<file path="src/rtl/ps2_pkg.sv">
// Shared types and constants for the PS/2 receive path.
package ps2_pkg;

   typedef enum logic [1:0] {
      IDLE,
      RECV,
      CHECK
   } ps2_state_e;

   localparam logic [7:0]  SC_EXT     = 8'hE0;
   localparam logic [7:0]  SC_BRK     = 8'hF0;
   localparam int unsigned FRAME_BITS = 11;

   // PS/2 uses odd parity: data byte plus parity bit must hold an odd number of ones.
   function automatic logic parity_ok(input logic [7:0] data, input logic par);
      return ^{data, par};
   endfunction

endpackage

</file>
<file path="src/rtl/ps2_rx_controller_if.sv">
// PS/2 pin inputs and decoded scan-code outputs of the receive controller.
interface ps2_rx_controller_if;

   logic       ps2_clk;
   logic       ps2_data;
   logic [7:0] code;
   logic       code_valid;
   logic       is_break;
   logic       is_extended;
   logic       frame_err;
   logic       busy;

   // Keyboard / consumer side: drives the pins, observes the decoded result.
   modport master (
      output ps2_clk, ps2_data,
      input  code, code_valid, is_break, is_extended, frame_err, busy
   );

   // Controller side.
   modport slave (
      input  ps2_clk, ps2_data,
      output code, code_valid, is_break, is_extended, frame_err, busy
   );

endinterface

</file>
<file path="src/rtl/ps2_edge_sync.sv">
// Synchronizes the asynchronous PS/2 lines and detects ps2_clk falling edges.
module ps2_edge_sync #(
   parameter int unsigned SYNC_STAGES = 2
) (
   input  logic clk_i,
   input  logic reset_i,
   input  logic ps2_clk_i,
   input  logic ps2_data_i,
   output logic data_s_o,
   output logic clk_fall_o
);

   logic [SYNC_STAGES-1:0] clk_sync_q;
   logic [SYNC_STAGES-1:0] data_sync_q;
   logic                   clk_prev_q;

   // Synchronizer chains, preset to the idle-high bus level on reset.
   always_ff @(posedge clk_i) begin
      if (reset_i) begin
         clk_sync_q  <= '1;
         data_sync_q <= '1;
         clk_prev_q  <= 1'b1;
      end else begin
         clk_sync_q  <= {clk_sync_q[SYNC_STAGES-2:0], ps2_clk_i};
         data_sync_q <= {data_sync_q[SYNC_STAGES-2:0], ps2_data_i};
         clk_prev_q  <= clk_sync_q[SYNC_STAGES-1];
      end
   end

   assign data_s_o   = data_sync_q[SYNC_STAGES-1];
   assign clk_fall_o = clk_prev_q & ~clk_sync_q[SYNC_STAGES-1];

endmodule

</file>
<file path="src/rtl/ps2_rx_controller.sv">
// PS/2 keyboard frame receiver: shifts in 11-bit frames, validates them and
// folds E0/F0 prefixes into flags on the following scan code.
module ps2_rx_controller
   import ps2_pkg::*;
#(
   parameter int unsigned SYNC_STAGES    = 2,
   parameter int unsigned TIMEOUT_CYCLES = 2080
) (
   input  logic               clk_i,
   input  logic               reset_i,
   ps2_rx_controller_if.slave bus
);

   localparam int unsigned        TmoW    = $clog2(TIMEOUT_CYCLES);
   localparam logic [TmoW-1:0]    TmoMax  = TmoW'(TIMEOUT_CYCLES - 1);
   localparam logic [3:0]         LastBit = 4'(FRAME_BITS - 1);

   logic data_s;
   logic clk_fall;

   ps2_edge_sync #(
      .SYNC_STAGES (SYNC_STAGES)
   ) u_edge_sync (
      .clk_i      (clk_i),
      .reset_i    (reset_i),
      .ps2_clk_i  (bus.ps2_clk),
      .ps2_data_i (bus.ps2_data),
      .data_s_o   (data_s),
      .clk_fall_o (clk_fall)
   );

   ps2_state_e      state_q, state_d;
   logic [3:0]      bit_cnt_q, bit_cnt_d;
   // [7:0] data byte, [8] parity, [9] stop; start bit is not kept.
   logic [9:0]      shift_q, shift_d;
   logic [TmoW-1:0] tmo_q, tmo_d;
   logic            ext_pend_q, ext_pend_d;
   logic            brk_pend_q, brk_pend_d;
   logic [7:0]      code_q, code_d;
   logic            code_valid_q, code_valid_d;
   logic            is_break_q, is_break_d;
   logic            is_extended_q, is_extended_d;
   logic            frame_err_q, frame_err_d;

   // State and output registers.
   always_ff @(posedge clk_i) begin
      if (reset_i) begin
         state_q       <= IDLE;
         bit_cnt_q     <= '0;
         shift_q       <= '0;
         tmo_q         <= '0;
         ext_pend_q    <= 1'b0;
         brk_pend_q    <= 1'b0;
         code_q        <= '0;
         code_valid_q  <= 1'b0;
         is_break_q    <= 1'b0;
         is_extended_q <= 1'b0;
         frame_err_q   <= 1'b0;
      end else begin
         state_q       <= state_d;
         bit_cnt_q     <= bit_cnt_d;
         shift_q       <= shift_d;
         tmo_q         <= tmo_d;
         ext_pend_q    <= ext_pend_d;
         brk_pend_q    <= brk_pend_d;
         code_q        <= code_d;
         code_valid_q  <= code_valid_d;
         is_break_q    <= is_break_d;
         is_extended_q <= is_extended_d;
         frame_err_q   <= frame_err_d;
      end
   end

   // Frame sequencing, validation and prefix folding.
   always_comb begin
      state_d       = state_q;
      bit_cnt_d     = bit_cnt_q;
      shift_d       = shift_q;
      tmo_d         = tmo_q;
      ext_pend_d    = ext_pend_q;
      brk_pend_d    = brk_pend_q;
      code_d        = code_q;
      code_valid_d  = 1'b0;
      is_break_d    = is_break_q;
      is_extended_d = is_extended_q;
      frame_err_d   = 1'b0;

      unique case (state_q)
         IDLE: begin
            // A high sample on a fall is a glitch, not a start bit.
            if (clk_fall && !data_s) begin
               bit_cnt_d = 4'd1;
               tmo_d     = '0;
               state_d   = RECV;
            end
         end
         RECV: begin
            if (clk_fall) begin
               shift_d   = {data_s, shift_q[9:1]};
               bit_cnt_d = bit_cnt_q + 4'd1;
               tmo_d     = '0;
               if (bit_cnt_q == LastBit) begin
                  state_d = CHECK;
               end
            end else if (tmo_q == TmoMax) begin
               frame_err_d = 1'b1;
               ext_pend_d  = 1'b0;
               brk_pend_d  = 1'b0;
               bit_cnt_d   = '0;
               tmo_d       = '0;
               state_d     = IDLE;
            end else begin
               tmo_d = tmo_q + 1'b1;
            end
         end
         CHECK: begin
            bit_cnt_d = '0;
            state_d   = IDLE;
            if (!parity_ok(shift_q[7:0], shift_q[8]) || !shift_q[9]) begin
               frame_err_d = 1'b1;
               ext_pend_d  = 1'b0;
               brk_pend_d  = 1'b0;
            end else if (shift_q[7:0] == SC_EXT) begin
               ext_pend_d = 1'b1;
            end else if (shift_q[7:0] == SC_BRK) begin
               brk_pend_d = 1'b1;
            end else begin
               code_d        = shift_q[7:0];
               is_extended_d = ext_pend_q;
               is_break_d    = brk_pend_q;
               code_valid_d  = 1'b1;
               ext_pend_d    = 1'b0;
               brk_pend_d    = 1'b0;
            end
         end
         default: state_d = IDLE;
      endcase
   end

   assign bus.code        = code_q;
   assign bus.code_valid  = code_valid_q;
   assign bus.is_break    = is_break_q;
   assign bus.is_extended = is_extended_q;
   assign bus.frame_err   = frame_err_q;
   assign bus.busy        = (state_q != IDLE);

endmodule
</file>
<file path="src/flat_wrapper.sv">
// flat-port wrapper written by rule: the top's interface ports become plain ports
module ps2_rx_controller_flat import ps2_pkg::*;
#(
   parameter int unsigned SYNC_STAGES    = 2,
   parameter int unsigned TIMEOUT_CYCLES = 2080
)
  (clk_i, reset_i, bus_ps2_clk, bus_ps2_data, bus_code, bus_code_valid, bus_is_break, bus_is_extended, bus_frame_err, bus_busy);
  ps2_rx_controller_if bus_i ();
  input  logic clk_i;
  input  logic reset_i;
  input wire logic [$bits(bus_i.ps2_clk)-1:0] bus_ps2_clk;
  input wire logic [$bits(bus_i.ps2_data)-1:0] bus_ps2_data;
  output wire logic [$bits(bus_i.code)-1:0] bus_code;
  output wire logic [$bits(bus_i.code_valid)-1:0] bus_code_valid;
  output wire logic [$bits(bus_i.is_break)-1:0] bus_is_break;
  output wire logic [$bits(bus_i.is_extended)-1:0] bus_is_extended;
  output wire logic [$bits(bus_i.frame_err)-1:0] bus_frame_err;
  output wire logic [$bits(bus_i.busy)-1:0] bus_busy;
  assign bus_i.ps2_clk = bus_ps2_clk;
  assign bus_i.ps2_data = bus_ps2_data;
  assign bus_code = bus_i.code;
  assign bus_code_valid = bus_i.code_valid;
  assign bus_is_break = bus_i.is_break;
  assign bus_is_extended = bus_i.is_extended;
  assign bus_frame_err = bus_i.frame_err;
  assign bus_busy = bus_i.busy;
  ps2_rx_controller #(.SYNC_STAGES(SYNC_STAGES), .TIMEOUT_CYCLES(TIMEOUT_CYCLES)) u_core (.clk_i(clk_i), .reset_i(reset_i), .bus(bus_i));
endmodule
</file>
<file path="config.mk">
export PLATFORM = sky130hd
export DESIGN_NAME = ps2_rx_controller_flat
export DESIGN_NICKNAME = d
export VERILOG_FILES = /design/src/rtl/ps2_pkg.sv /design/src/rtl/ps2_rx_controller_if.sv /design/src/rtl/ps2_edge_sync.sv /design/src/rtl/ps2_rx_controller.sv /design/src/flat_wrapper.sv
export SDC_FILE = /design/constraint.sdc
export NUM_CORES = 1
export LEC_CHECK = 0
export CAP_MARGIN = 20
export CORE_ASPECT_RATIO = 2
export CORE_MARGIN = 1.5
export CORE_UTILIZATION = 53
export DETAILED_ROUTE_END_ITERATION = 16
export HOLD_SLACK_MARGIN = 0.1
export MAX_ROUTING_LAYER = met4
export PLACE_DENSITY_LB_ADDON = 0.1
export RECOVER_POWER = 50
export SLEW_MARGIN = 20
export SYNTH_ARGS = -nofsm -noshare
export SYNTH_HDL_FRONTEND = slang
export SYNTH_HIERARCHICAL = 1
export SYNTH_SLANG_ARGS = --single-unit
export TNS_END_PERCENT = 5
</file>
<file path="constraint.sdc">
create_clock -name clk_i -period 6.1 [get_ports clk_i]
set_input_delay 1.22 -clock clk_i [delete_from_list [all_inputs] [get_ports clk_i]]
set_output_delay 1.22 -clock clk_i [all_outputs]
set_load 0.005 [all_outputs]
</file>
**Word-level counts from Yosys, hierarchy flattened**

Cells that the tools add are included.

- Register bits after elaboration: 47
- Output and inout bits: 13

- Add/sub/neg operators: 2
- Eq/ne operators: 13
- Muxes and demuxes: 28
- Bitwise gates (word level): 6
- Reduce and logical (&&, ||, !) cells: 19

Operators by type and width:

| operator | number |
|---|---|
| 2-to-1 mux 12 bit | 3 |
| case mux 12 bit (2 select lines) | 1 |
| equality test 8 bit (second input constant) | 2 |
| adder 12 x 1 -> 12 bit (second input constant) | 1 |
| equality test 12 bit (second input constant) | 1 |
| 2-to-1 mux 1 bit | 12 |
| 2-to-1 mux 4 bit | 3 |
| case mux 4 bit (3 select lines) | 1 |
| AND reduction 4 bit | 3 |
| parity 9 bit | 1 |
| 2-to-1 mux 2 bit | 4 |
| case mux 1 bit (2 select lines) | 3 |
| AND reduction 3 bit | 2 |
| nonzero test 2 bit | 3 |
| inverter 1 bit | 5 |
| adder 4 x 1 -> 4 bit (second input constant) | 1 |
| equality test 4 bit (second input constant) | 1 |
| != test 2 x 1 -> 1 bit (second input constant) | 2 |
| != test 4 x 2 -> 1 bit (second input constant) | 1 |
| case mux 2 bit (2 select lines) | 1 |
| AND reduction 2 bit | 2 |
| OR reduction 4 bit | 1 |
| zero test 1 bit | 3 |
| != test 3 x 1 -> 1 bit (second input constant) | 1 |
| other kinds (10) | 10 |

**Longest topological paths before layout**

- Word-level depth: 5
- Gate-level depth with buffers: 8
- Gate-level depth less buffers: 7

**Cells and area by module**

The synthesis kept the hierarchy.

Modules (own cells, without submodules):

| module | instances | cells an instance | area each (µm²) | seq. area each (µm²) |
|---|---|---|---|---|
| ps2_rx_controller | 1 | 223 | 2,005.7 | 840.8 |
| ps2_edge_sync | 1 | 11 | 137.6 | 100.1 |

**Worst setup path before layout**

No wires, ideal clock.

- Path kind: register -> register
- From: reg u_core.tmo_q[7]
- To: reg u_core.bit_cnt_q[3]
- Arrival: 1,950 ps
- Data required time: 6,029 ps
- Setup slack: 4,080 ps
- Cell stages (with the launch flop): 6
- Buffers on the path: 0
- Path through: dfxtp_1 or4b_4 o31ai_4 nand2_4 or4_1 a21oi_1

- Cells in the longest elaborated chain, start to end: 3

RTL lines:

| item | line | text |
|---|---|---|
| start: declaration | ps2_rx_controller.sv:36 | `logic [TmoW-1:0] tmo_q, tmo_d;` |
| start signal: assignment | ps2_rx_controller.sv:63 | `tmo_q <= tmo_d;` |
| equality test 12 bit | ps2_rx_controller.sv:105 | `end else if (tmo_q == TmoMax) begin` |
| != test 3 x 1 -> 1 bit (no source line) | -- |  |
| AND reduction 3 bit (no source line) | -- |  |
| end signal: assignment | ps2_rx_controller.sv:61 | `bit_cnt_q <= bit_cnt_d;` |
| end: declaration | ps2_rx_controller.sv:33 | `logic [3:0] bit_cnt_q, bit_cnt_d;` |

No other way between the ends.
A chain may end at the register's enable or synchronous reset.

==> flow_summary.html <==
<table>
<tr><th>Metric</th><th>Value</th></tr>
<tr><th colspan="2">Global routing</th></tr>
<tr><td>Global-route usage over all layers</td><td>a little over a fifth</td></tr>
<tr><td>Remaining global-route overflow</td><td>0</td></tr>
<tr><td>Global-route wire length before repair</td><td>a little under 7000 microns</td></tr>
<tr><td>Antenna violations before repair</td><td>0</td></tr>
<tr><td>Vias in the first global route</td><td>1534</td></tr>
<tr><td>Maximum number of pins on one net before global-route repair</td><td>37</td></tr>
<tr><th colspan="2">Drt</th></tr>
<tr><td>Via count</td><td>roughly 1700</td></tr>
<tr><td>Initial DRC count</td><td>17</td></tr>
<tr><td>Antenna Nets Post-Route</td><td>0</td></tr>
<tr><td>Detailed-route vias per instance</td><td>~5.5</td></tr>
<tr><td>Final wirelength</td><td>4260 microns</td></tr>
<tr><td>Detail-routed net length per standard cell</td><td>about 14 microns</td></tr>
<tr><td>Iteration count of the initial detailed-routing pass</td><td>4</td></tr>
<tr><td>Final routed DRC violation total</td><td>0</td></tr>
<tr><th colspan="2">Logic synthesis</th></tr>
<tr><td>Cell types with the largest area share after synthesis</td><td>dfxtp_1, nand2_1, a21oi_1</td></tr>
<tr><td>Area of the mapped netlist</td><td>around 2100 sq um</td></tr>
<tr><td>Share of Yosys cell area claimed by the top area cell type</td><td>a little over two fifths</td></tr>
<tr><td>Synth unique cells</td><td>46</td></tr>
<tr><td>Number of cells produced by synthesis</td><td>approximately 230</td></tr>
<tr><td>Post-synthesis sequential area ratio</td><td>a little over two fifths</td></tr>
<tr><td>Synth warn</td><td>6</td></tr>
<tr><td>Net count after synthesis</td><td>244</td></tr>
<tr><td>Most numerous cell in the Yosys netlist</td><td>dfxtp_1</td></tr>
<tr><td>Biggest area consumer among synthesized cells</td><td>dfxtp_1</td></tr>
<tr><td>Average footprint of a synthesized cell</td><td>a little over 9 sq um</td></tr>
<tr><td>Synthesis-stage register bit count</td><td>47</td></tr>
<tr><td>Most numerous cell types in the synthesized netlist</td><td>dfxtp_1, nand2_1, nor2_1</td></tr>
<tr><td>Number of enable-type register cells in the synthesized netlist</td><td>0</td></tr>
<tr><td>Synth Flop Type</td><td>dfxtp_1</td></tr>
<tr><td>Share of flip-flops with an asynchronous set or reset</td><td>0%</td></tr>
<tr><th colspan="2">Clock network</th></tr>
<tr><td>Number of buffers inserted by hold repair at cts</td><td>0</td></tr>
<tr><td>Quantity of gates resized following cts</td><td>0</td></tr>
<tr><td>Clock-pin slew reported for the worst setup and hold paths after clock tree synthesis</td><td>about 0.08 ns</td></tr>
<tr><td>Number of post-CTS setup repair buffers</td><td>0</td></tr>
<tr><td>TritonCTS clock tree</td><td>built</td></tr>
<tr><td>CTS Sinks</td><td>47</td></tr>
<tr><td>CTS H-Tree Depth</td><td>2</td></tr>
<tr><td>Maximum buffer depth of the clock tree</td><td>2</td></tr>
<tr><td>Root Driver</td><td>clkbuf_8</td></tr>
<tr><td>Number of CTS-inserted buffers</td><td>5</td></tr>
<tr><td>Clock latency at the later pin of the worst-skew pair</td><td>0.30 ns</td></tr>
<tr><th colspan="2">Pwr</th></tr>
<tr><td>Sw Share</td><td>a little under a quarter</td></tr>
<tr><td>Internal Pwr Total</td><td>0.000428 W</td></tr>
<tr><td>Power spent charging and discharging nets</td><td>around 0.00013 W</td></tr>
<tr><td>Combinational cell fraction of total power</td><td>under 10%</td></tr>
<tr><td>Post-route total power</td><td>between 0.0005 and 0.0006 W</td></tr>
<tr><td>Leakage power figure</td><td>approximately 0.86 nW</td></tr>
<tr><td>Clk pwr share</td><td>between 30% and 40%</td></tr>
<tr><td>Share of total power in sequential cells</td><td>a little under three fifths</td></tr>
<tr><td>Maximum vdd drop</td><td>approximately 0.19 mV</td></tr>
<tr><td>Power per standard cell area</td><td>227 nW/um^2</td></tr>
<tr><th colspan="2">Timing</th></tr>
<tr><td>Aggregate negative setup slack</td><td>0 ns</td></tr>
<tr><td>Achievable Freq</td><td>approximately 300 MHz</td></tr>
<tr><td>Final clock period utilization by the worst path</td><td>between 50 and 60%</td></tr>
<tr><td>Transition time at the pin with the least slew margin</td><td>between 1.5 and 2 ns</td></tr>
<tr><td>Total of endpoints with negative setup slack in the final report</td><td>0</td></tr>
<tr><td>Min Clock Period, post-route</td><td>between 3 and 4 ns</td></tr>
<tr><td>Clock Skew</td><td>slightly above 0.006 ns</td></tr>
<tr><td>Max-Slew Margin vs Limit</td><td>-0.292%</td></tr>
<tr><td>Unrepaired setup endpoints after global routing</td><td>false</td></tr>
<tr><td>Fin. Hold Viols</td><td>0</td></tr>
<tr><td>Number of slew-limit violations in the final report</td><td>36</td></tr>
<tr><th colspan="2">Setup path</th></tr>
<tr><td>Bufs and invs on worst path</td><td>3</td></tr>
<tr><td>Crit path required time</td><td>between 6 and 7 ns</td></tr>
<tr><td>Worst setup path class</td><td>primary input to register</td></tr>
<tr><td>Slowest cell on crit path</td><td>clkbuf_1</td></tr>
<tr><td>CP Cell Sequence</td><td>dlygate4sd3_1 -&gt; clkbuf_1 -&gt; inv_1 -&gt; nand2_1 -&gt; nor2_1</td></tr>
<tr><td>Startpoint class of the critical path</td><td>primary input</td></tr>
<tr><td>Arrival time of the worst setup path</td><td>roughly 3.5 ns</td></tr>
<tr><td>Worst path max stage delay</td><td>around 1.1 ns</td></tr>
<tr><td>CP delay by family, top</td><td>buffers and inverters</td></tr>
<tr><td>Sort of element at the end of the critical path</td><td>register</td></tr>
<tr><td>Biggest fanout along the worst timing path</td><td>36</td></tr>
<tr><th colspan="2">Finish</th></tr>
<tr><td>Post-layout net count</td><td>260</td></tr>
<tr><td>Synthesis-to-layout area growth</td><td>13.9%</td></tr>
<tr><td>Total area of multi-input combinational cells</td><td>1140 sq um</td></tr>
<tr><td>Final Instance Area</td><td>~2400 sq um</td></tr>
<tr><td>Sequential standard cell area</td><td>between 900 and 1000 sq um</td></tr>
<tr><td>Number of inserted diodes</td><td>0</td></tr>
<tr><td>Finished Layout Cells</td><td>just over 300</td></tr>
<tr><td>Fraction of layout instances using a drive strength above 1</td><td>under 10%</td></tr>
<tr><td>Fill cell instance count of the final layout</td><td>~370</td></tr>
<tr><th colspan="2">Run</th></tr>
<tr><td>Number of maximum-capacitance violations</td><td>1</td></tr>
<tr><th colspan="2">Outcome</th></tr>
<tr><td>Failing checks</td><td>capacitance limit, slew limit</td></tr>
<tr><td>Run status</td><td>complete, but fails checks</td></tr>
<tr><th colspan="2">Min path</th></tr>
<tr><td>Worst Hold Class</td><td>register to register</td></tr>
<tr><th colspan="2">Floorplan</th></tr>
<tr><td>I/O pin total</td><td>17</td></tr>
<tr><td>Standard-cell row count</td><td>32</td></tr>
<tr><td>Area inside the core boundary</td><td>3880 sq um</td></tr>
<tr><td>Horiz. Die Dim</td><td>48.0 microns</td></tr>
<tr><td>Die Height</td><td>about 93 microns</td></tr>
<tr><td>Area of the die</td><td>about 4500 sq um</td></tr>
<tr><td>Starting Density</td><td>55.2%</td></tr>
<tr><th colspan="2">Placement</th></tr>
<tr><td>Last weighted congestion value of the routability-driven placer</td><td>between 0.7 and 0.8</td></tr>
<tr><td>Post-placement cell count</td><td>~290</td></tr>
<tr><td>Port bufs</td><td>16</td></tr>
<tr><td>Detailed placement HPWL</td><td>3160 microns</td></tr>
<tr><td>Instance area at placement</td><td>around 2300 sq um</td></tr>
</table>
## cell type report
type	instances	share of cell area, %
Clock buffer	8	4.10
Timing Repair Buffer	17	6.71
Sequential cell	47	38.5
Tap cell	51	2.61
Multi-Input combinational cell	170	46.6
Inverter	9	1.38
## layer usage
layer,track usage (%),up-vias,routed length (microns)
met5,-,-,0
met2,39.4,23,2510
met1,21.6,793,1610
met3,3.70,5,77
met4,8.11,0,64
li1,-,847,-
## worst register-to-register path, cell delays in order, from the launching register on
cell and delay (ns):
dfxtp_1 0.37, or4b_4 0.58, o31ai_4 0.43, nand2_4 0.12, or4_1 0.52, a21oi_1 0.16
## worst paths after layout
check	from	endpoint	slack, ns	cells past startpoint
hold reg to reg	u_core/u_edge_sync/clk_sync_q[0]$_SDFF_PP1_	u_core/u_edge_sync/clk_sync_q[1]$_SDFF_PP1_	0.41	1
hold / removal	u_core/u_edge_sync/clk_sync_q[0]$_SDFF_PP1_	u_core/u_edge_sync/clk_sync_q[1]$_SDFF_PP1_	0.41	1
setup reg to reg	u_core/tmo_q[7]$_SDFFE_PP0P_	u_core/bit_cnt_q[3]$_SDFFE_PP0P_	3.84	5
setup / recovery	reset_i	u_core/tmo_q[9]$_SDFFE_PP0P_	2.76	5
## cells in the final DEF, fill, tap and decap left out, types with 3 or more instances in the layout
cell type / count
or2_1: 5
clkbuf_8: 7
nand3_1: 6
nand4_1: 4
clkdlybuf4s50_1: 15
nor2_1: 26
mux2i_1: 10
o21ai_0: 4
dfxtp_1: 47
nor3_1: 3
nand3b_1: 3
nand2_1: 29
ha_1: 6
inv_1: 9
xor2_1: 9
nand2b_1: 3
xnor2_1: 4
a21oi_1: 21
## registers in the layout (all words and copies together) (netlist names)
register and count:
u_core/brk_pend_q 1, u_core/u_edge_sync/data_sync_q 2, u_core/bit_cnt_q 4, u_core/bus.code 8
u_core/tmo_q 12, u_core/ext_pend_q 1, u_core/bus.code_valid 1, u_core/shift_q 10
u_core/bus.is_break 1, u_core/state_q 2, u_core/u_edge_sync/clk_prev_q 1, u_core/bus.is_extended 1
u_core/bus.frame_err 1, u_core/u_edge_sync/clk_sync_q 2
## stage by stage
stage          setup slack, ns  util, %  hold slack [ns]
6_report                  2.76     62.9            0.411
5_1_grt                   2.47     62.9            0.438
4_1_cts                   3.28     63.0            0.417
3_5_place_dp              3.43     60.4            0.395
3_3_place_gp              3.45     60.4            0.389
2_1_floorplan             4.08        -            0.383
## power by group through the flow
| stage | Combinational, W | Sequential (W) | Clock, W |
|---|---|---|---|
| final | 0.0000385 | 0.000313 | 0.000202 |
| after global routing | 0.0000427 | 0.000313 | 0.000218 |
| after CTS | 0.0000387 | 0.000313 | 0.000208 |
| after detailed placement | 0.0000383 | 0.000320 | 0 |
| after global placement | 0.0000383 | 0.000320 | 0 |
| after floorplan | 0.0000271 | 0.000319 | 0 |
## logic make-up after synthesis
logic type | Yosys count | share of synthesized area [%]
AO/OA/AOI/OAI | 42 | 13.1
XOR/XNOR | 16 | 8.52
adder cells (fa/ha/maj) | 6 | 3.50
buffers and inverters | 17 | 2.98
flip-flops | 47 | 43.9
multiplexers | 11 | 5.72
AND/OR/NAND/NOR | 95 | 22.3
(Power assumes the default switching activity.)
==> patch 1: new RTL, config.mk and constraints unchanged <==
Reset style: asynchronous (`reset_i`), changed in 2 clocked blocks. Comments in the files are not updated.
--- a/src/rtl/ps2_edge_sync.sv
+++ b/src/rtl/ps2_edge_sync.sv
@@ -15,7 +15,7 @@
    logic                   clk_prev_q;
 
    // Synchronizer chains, preset to the idle-high bus level on reset.
-   always_ff @(posedge clk_i) begin
+   always_ff @(posedge clk_i or posedge reset_i) begin
       if (reset_i) begin
          clk_sync_q  <= '1;
          data_sync_q <= '1;
--- a/src/rtl/ps2_rx_controller.sv
+++ b/src/rtl/ps2_rx_controller.sv
@@ -43,7 +43,7 @@
    logic            frame_err_q, frame_err_d;
 
    // State and output registers.
-   always_ff @(posedge clk_i) begin
+   always_ff @(posedge clk_i or posedge reset_i) begin
       if (reset_i) begin
          state_q       <= IDLE;
          bit_cnt_q     <= '0;
Check against the original RTL: differs if reset_i is asserted again (counterexample within 4 cycles, from zero or initial values and one cycle with reset_i high); with reset_i held inactive, the same outputs for 10 cycles.
==> patch 1 against the unedited design <==
- the flow still finishes with violations (max-capacitance violations, max-slew violations)
- first-iteration DRC count is 88% higher
- die area up 11%
- routed wire length is 2.8% higher
- design area is 12% higher
- sequential cell count is the same
- critical endpoint is now u_core/state_q[1]$_DFFE_PP0P_
- synthesized area rose by 11%
- setup slack lost 0.16 ns
- cell count is 8.9% lower
- sequential share of layout area is 4.8 points higher
- clock skew about the same
Power is not compared: it rests on default switching activity, and its combinational part moved more than twofold at a synthesized area within 25%.
==> patch 1: results (changes against the unedited design) <==
Critical path
  – Crit Path Max Fanout: 42 (+17%)
  – Delay-heaviest family, CP: buffers and inverters
  – Worst EP arrival: 3.45 ns (-0.07 ns)
  – FF-to-FF path depth: 4 (-1)
  – Critical Path Max Stage Delay: 1.60 ns (+0.51 ns)

Run status
  – Failing checks: max-capacitance violations, max-slew violations
  – Status: finished with violations

Logic synthesis
  – Largest cells by area after synthesis: dfrtp_1 (44%), dfstp_2 (5.5%), mux2_4 (5.0%)
  – Synth cell count leaders: dfrtp_1 (42), inv_1 (12), nand2_1 (12)
  – Sequential fraction of the synthesis area: 0.4950 (+0.05603)
  – Netlist cell types: 53 (+15%)
  – Async SR Flop Fraction: 1.000 (+1.000)
  – Syn_nets: 212 (-13%)

Routing
  – DR pass1 iterations: 4 (unchanged)
  – Post-DR vias/cell: 5.818 (+5.3%)
  – WL/cell: 15.94 um (+13%)
  – DRT iter0 DRCs: 32 (+15)

Pwr
  – Leakage power total: 0.001211 uW
  – Max VDD drop: 0.3224 mV

Min path
  – Hold WC Path Type: reg -> reg
  – Number of cells on the worst hold path: 0 (-1)

Placed design
  – Hpwl dp: 3.319 mm (+5.0%)
  – RePlAce Congestion: 0.8029 (+2.4%)
  – Cell Area, Placed: 2595 sq um (+11%)

Global routing
  – Vias in the first global route: 1702 (+11%)
  – Initial antenna violation count: 0 (unchanged)
  – Largest net degree at the start of global routing: 43 (+16%)
  – GRT Util Overall: 0.2114 (-0.007967)
  – First-pass GRT wire length: 7.824 mm (+13%)

Layout
  – Register with the most flip-flops: u_core/tmo_q
  – Antenna Cells: 0 (unchanged)
  – Nets: 231 (-11%)
  – Ratio of cells with drive above 1 in the final layout: 0.1810 (+0.1252)

Clock tree
  – H-tree depth: 2 (unchanged)
  – Post-CTS sizing: 0 (unchanged)
  – CTS Buffer Depth: 2 (unchanged)
  – Hold Buf Count CTS: 0 (unchanged)
  – CTS root buffer: clkbuf_8

Run
  – Max-cap viol count: 1 (unchanged)

Timing
  – Clk_skew: 0.005779 ns (-0.0004606 ns)
  – Max-slew violations: 43 (+19%)
  – Slew HR: -0.4971 (-0.4941)
==> patch 1: area by class of cell <==
cell class                      instances  area [sq um]
Clock buffer                            5         68.82
Multi-Input combinational cell        137          1132
Tap cell                               54         67.56
Sequential cell                        47          1182
Clock inverter                          3         67.56
Fill cell                             363          1612
Timing Repair Buffer                   17         163.9
Inverter                               12         45.04
==> patch 1: where the power goes <==
part           internal (uW)  switching, uW  total, uW
registers                363           63.8        427
logic                    185            194        379
clock network            163            102        266
==> patch 1: routing by layer <==
layer  vias to the layer above  GRT usage  part of all wire
li1                        770          -                 -
met1                       797     0.2185              0.37
met2                        27     0.3907              0.60
met3                         6    0.03211             0.022
met4                         0    0.07277             0.015
met5                         -          -                 0
==> patch 1: path summary, 6_finish.rpt <==
check | end | slack [ns] | from
max in group clk_i | bus_busy | 3.24 | u_core/state_q[0]$_DFFE_PP0P_
min in group asynchronous | u_core/u_edge_sync/data_sync_q[1]$_DFF_PP1_ | 1.48 | reset_i
worst max-delay path | u_core/state_q[1]$_DFFE_PP0P_ | 2.60 | reset_i
worst min register to register | u_core/u_edge_sync/data_sync_q[1]$_DFF_PP1_ | 0.36 | u_core/u_edge_sync/data_sync_q[0]$_DFF_PP1_
worst min-delay path | u_core/u_edge_sync/data_sync_q[1]$_DFF_PP1_ | 0.36 | u_core/u_edge_sync/data_sync_q[0]$_DFF_PP1_
worst max register to register | u_core/bus.code[7]$_DFFE_PP0P_ | 3.56 | u_core/shift_q[1]$_DFFE_PP0P_
==> patch 1: metrics by stage <==
step | setup slack [ns] | std cells | hold slack (ns) | total power, uW
after CTS | 3.237 | 275 | 0.3641 | 1085
after global routing | 2.080 | 275 | 0.3646 | 1144
after floorplan | 3.906 | 201 | 0.3452 | 731.9
final | 2.603 | 275 | 0.3614 | 1071
after global placement | 3.608 | 267 | 0.3457 | 800.1
after detailed placement | 3.558 | 267 | 0.3510 | 816.4
==> patch 1: cells by family after synthesis <==
logic type	Yosys count	share of synthesized area
AOI/OAI and AO/OA	40	0.1273
xor gates and xnor gates	12	0.05605
adders and majority gates	7	0.03667
buffers and inverters	17	0.03090
DFF	47	0.4950
muxes	24	0.1252
and+or+nand+nor	54	0.1289
==> patch 2: new RTL, config.mk and constraints unchanged <==
Made on the original files. `TIMEOUT_CYCLES` is set to 2080 in 2 places; all go to 1040.
--- a/src/rtl/ps2_rx_controller.sv
+++ b/src/rtl/ps2_rx_controller.sv
@@ -4,7 +4,7 @@
    import ps2_pkg::*;
 #(
    parameter int unsigned SYNC_STAGES    = 2,
-   parameter int unsigned TIMEOUT_CYCLES = 2080
+   parameter int unsigned TIMEOUT_CYCLES = 1040
 ) (
    input  logic               clk_i,
    input  logic               reset_i,
--- a/src/flat_wrapper.sv
+++ b/src/flat_wrapper.sv
@@ -2,7 +2,7 @@
 module ps2_rx_controller_flat import ps2_pkg::*;
 #(
    parameter int unsigned SYNC_STAGES    = 2,
-   parameter int unsigned TIMEOUT_CYCLES = 2080
+   parameter int unsigned TIMEOUT_CYCLES = 1040
 )
   (clk_i, reset_i, bus_ps2_clk, bus_ps2_data, bus_code, bus_code_valid, bus_is_break, bus_is_extended, bus_frame_err, bus_busy);
   ps2_rx_controller_if bus_i ();
Check against the original RTL: no difference found for any inputs over 10 cycles, from zero or initial values and one cycle with reset_i high; that may be too few to reach the edited logic, so the function may still have changed.
==> patch 2 against the unedited design <==
- cell count increased by 7.6%
- critical endpoint is now u_core/tmo_q[2]$_SDFFE_PP0P_
- largest cell class unchanged
- routed wire length rose by 15%
- hold slack worse by 0.0029 ns
- total power increased by 2.9%
- synthesized cell count increased by 12%
- synthesized area up 6.9%
- combinational power rose by 82%
- count of clock-buffer cells in the layout down 1
- setup slack worse by 0.79 ns
- sequential cell count down 1
- design area up 4.5%
==> patch 2: results (changes against the unedited design) <==
Placed design
  – RePlAce Congestion: 0.7935 (+1.2%)
  – Cell Area, Placed: 2462 sq um (+5.0%)
  – Hpwl dp: 3.634 mm (+15%)

Critical path
  – Worst EP arrival: 4.28 ns (+0.76 ns)
  – Critical Path Max Stage Delay: 0.94 ns (-0.15 ns)
  – CP endpoint: u_core/tmo_q[2]$_SDFFE_PP0P_
  – FF-to-FF End: u_core/tmo_q[10]$_SDFFE_PP0P_
  – Slowest CP cell: clkinv_1
  – Crit Path Max Fanout: 26 (-28%)
  – R2r setup slk: 3.68 ns (-0.16 ns)
  – Worst reg2reg path startpoint: u_core/u_edge_sync/clk_prev_q$_SDFF_PP1_

Logic synthesis
  – Netlist cell types: 54 (+17%)
  – Synth Register Bits: 46 (-2.1%)
  – Synth warn: 6 (unchanged)
  – Sequential fraction of the synthesis area: 0.4020 (-0.03703)
  – Largest cells by area after synthesis: dfxtp_1 (40%), nand2_1 (8.0%), mux2i_1 (5.7%)
  – Synth cell count leaders: nand2_1 (49), dfxtp_1 (46), a21oi_1 (18)
  – Syn_nets: 272 (+11%)

Layout
  – CLK BUF: 7 (-1)
  – Ratio of cells with drive above 1 in the final layout: 0.03663 (-0.01915)
  – Clock network contribution to total cell area: 0.03582 (-0.005185)
  – Buffering overhead: 0.06428 (-0.002866)
  – Fill count: 398 (+6.4%)
  – Invs w/o clock: 11 (+2)
  – Sequential Area: 920.9 sq um (-2.1%)
  – Multi-input gate area: 1267 sq um (+11%)
  – Nets: 282 (+8.5%)
  – Max reg flops: 11 (-1)

Global routing
  – First-pass GRT wire length: 8.252 mm (+19%)
  – Vias in the first global route: 1788 (+17%)
  – Met1 GRT Util: 0.2153 (-0.0008770)
  – Routing usage on met2: 0.4651 (+0.07065)
  – GR met3 Demand/Resource: 0.03882 (+0.001783)
  – GRT Util Overall: 0.2335 (+0.01409)

Routing
  – Post-DR vias/cell: 5.748 (+4.1%)
  – DR pass1 iterations: 5 (+1)
  – WL/cell: 15.10 um (+7.0%)
  – Metal2 WL: 2.848 mm (+13%)
  – DRT iter0 DRCs: 76 (+59)

Pwr
  – Max VDD drop: 0.1774 mV (-6.5%)
  – Leakage power total: 0.0008786 uW (+1.8%)

Run status
  – Status: finished clean

Min path
  – Hold Path Sink: u_core/u_edge_sync/data_sync_q[1]$_SDFF_PP1_
  – Hold_sp: u_core/u_edge_sync/data_sync_q[0]$_SDFF_PP1_
  – Number of cells on the worst hold path: 1 (unchanged)
  – Hold WC Path Type: reg -> reg

Floorplanning
  – Core area: 4129 sq um (+6.3%)

Timing
  – Slew HR: 0.2705 (+0.2735)
  – Clk_skew: 0.001314 ns (-0.004925 ns)
==> patch 2: kinds of logic after synthesis <==
| logic type | count (synthesis) | synth area share |
|---|---|---|
| AND/OR/NAND/NOR | 107 | 0.2310 |
| AO/OA/AOI/OAI | 48 | 0.1458 |
| flip-flops | 46 | 0.4020 |
| buffers and inverters | 25 | 0.04478 |
| XOR/XNOR | 16 | 0.08028 |
| multiplexers | 14 | 0.06335 |
| adder cells (fa/ha/maj) | 6 | 0.03277 |
==> patch 2: through the flow <==
stage	util	setup slack [ns]	instances	hold slack [ns]
floorplan	-	4.075	262	0.3832
global placement	0.5964	2.670	317	0.3858
detailed placement	0.5964	2.602	317	0.3878
CTS	0.6185	2.910	325	0.4073
global route	0.6176	1.586	325	0.4375
finish	0.6176	1.974	325	0.4077
==> patch 2: where the power goes <==
group          leakage, uW  internal [uW]  total [uW]  switching (uW)
registers         0.000372            305         310            4.81
logic             0.000459           24.8        69.9            45.0
clock network    0.0000482           91.5         190            98.3
total             0.000879            421         570             148
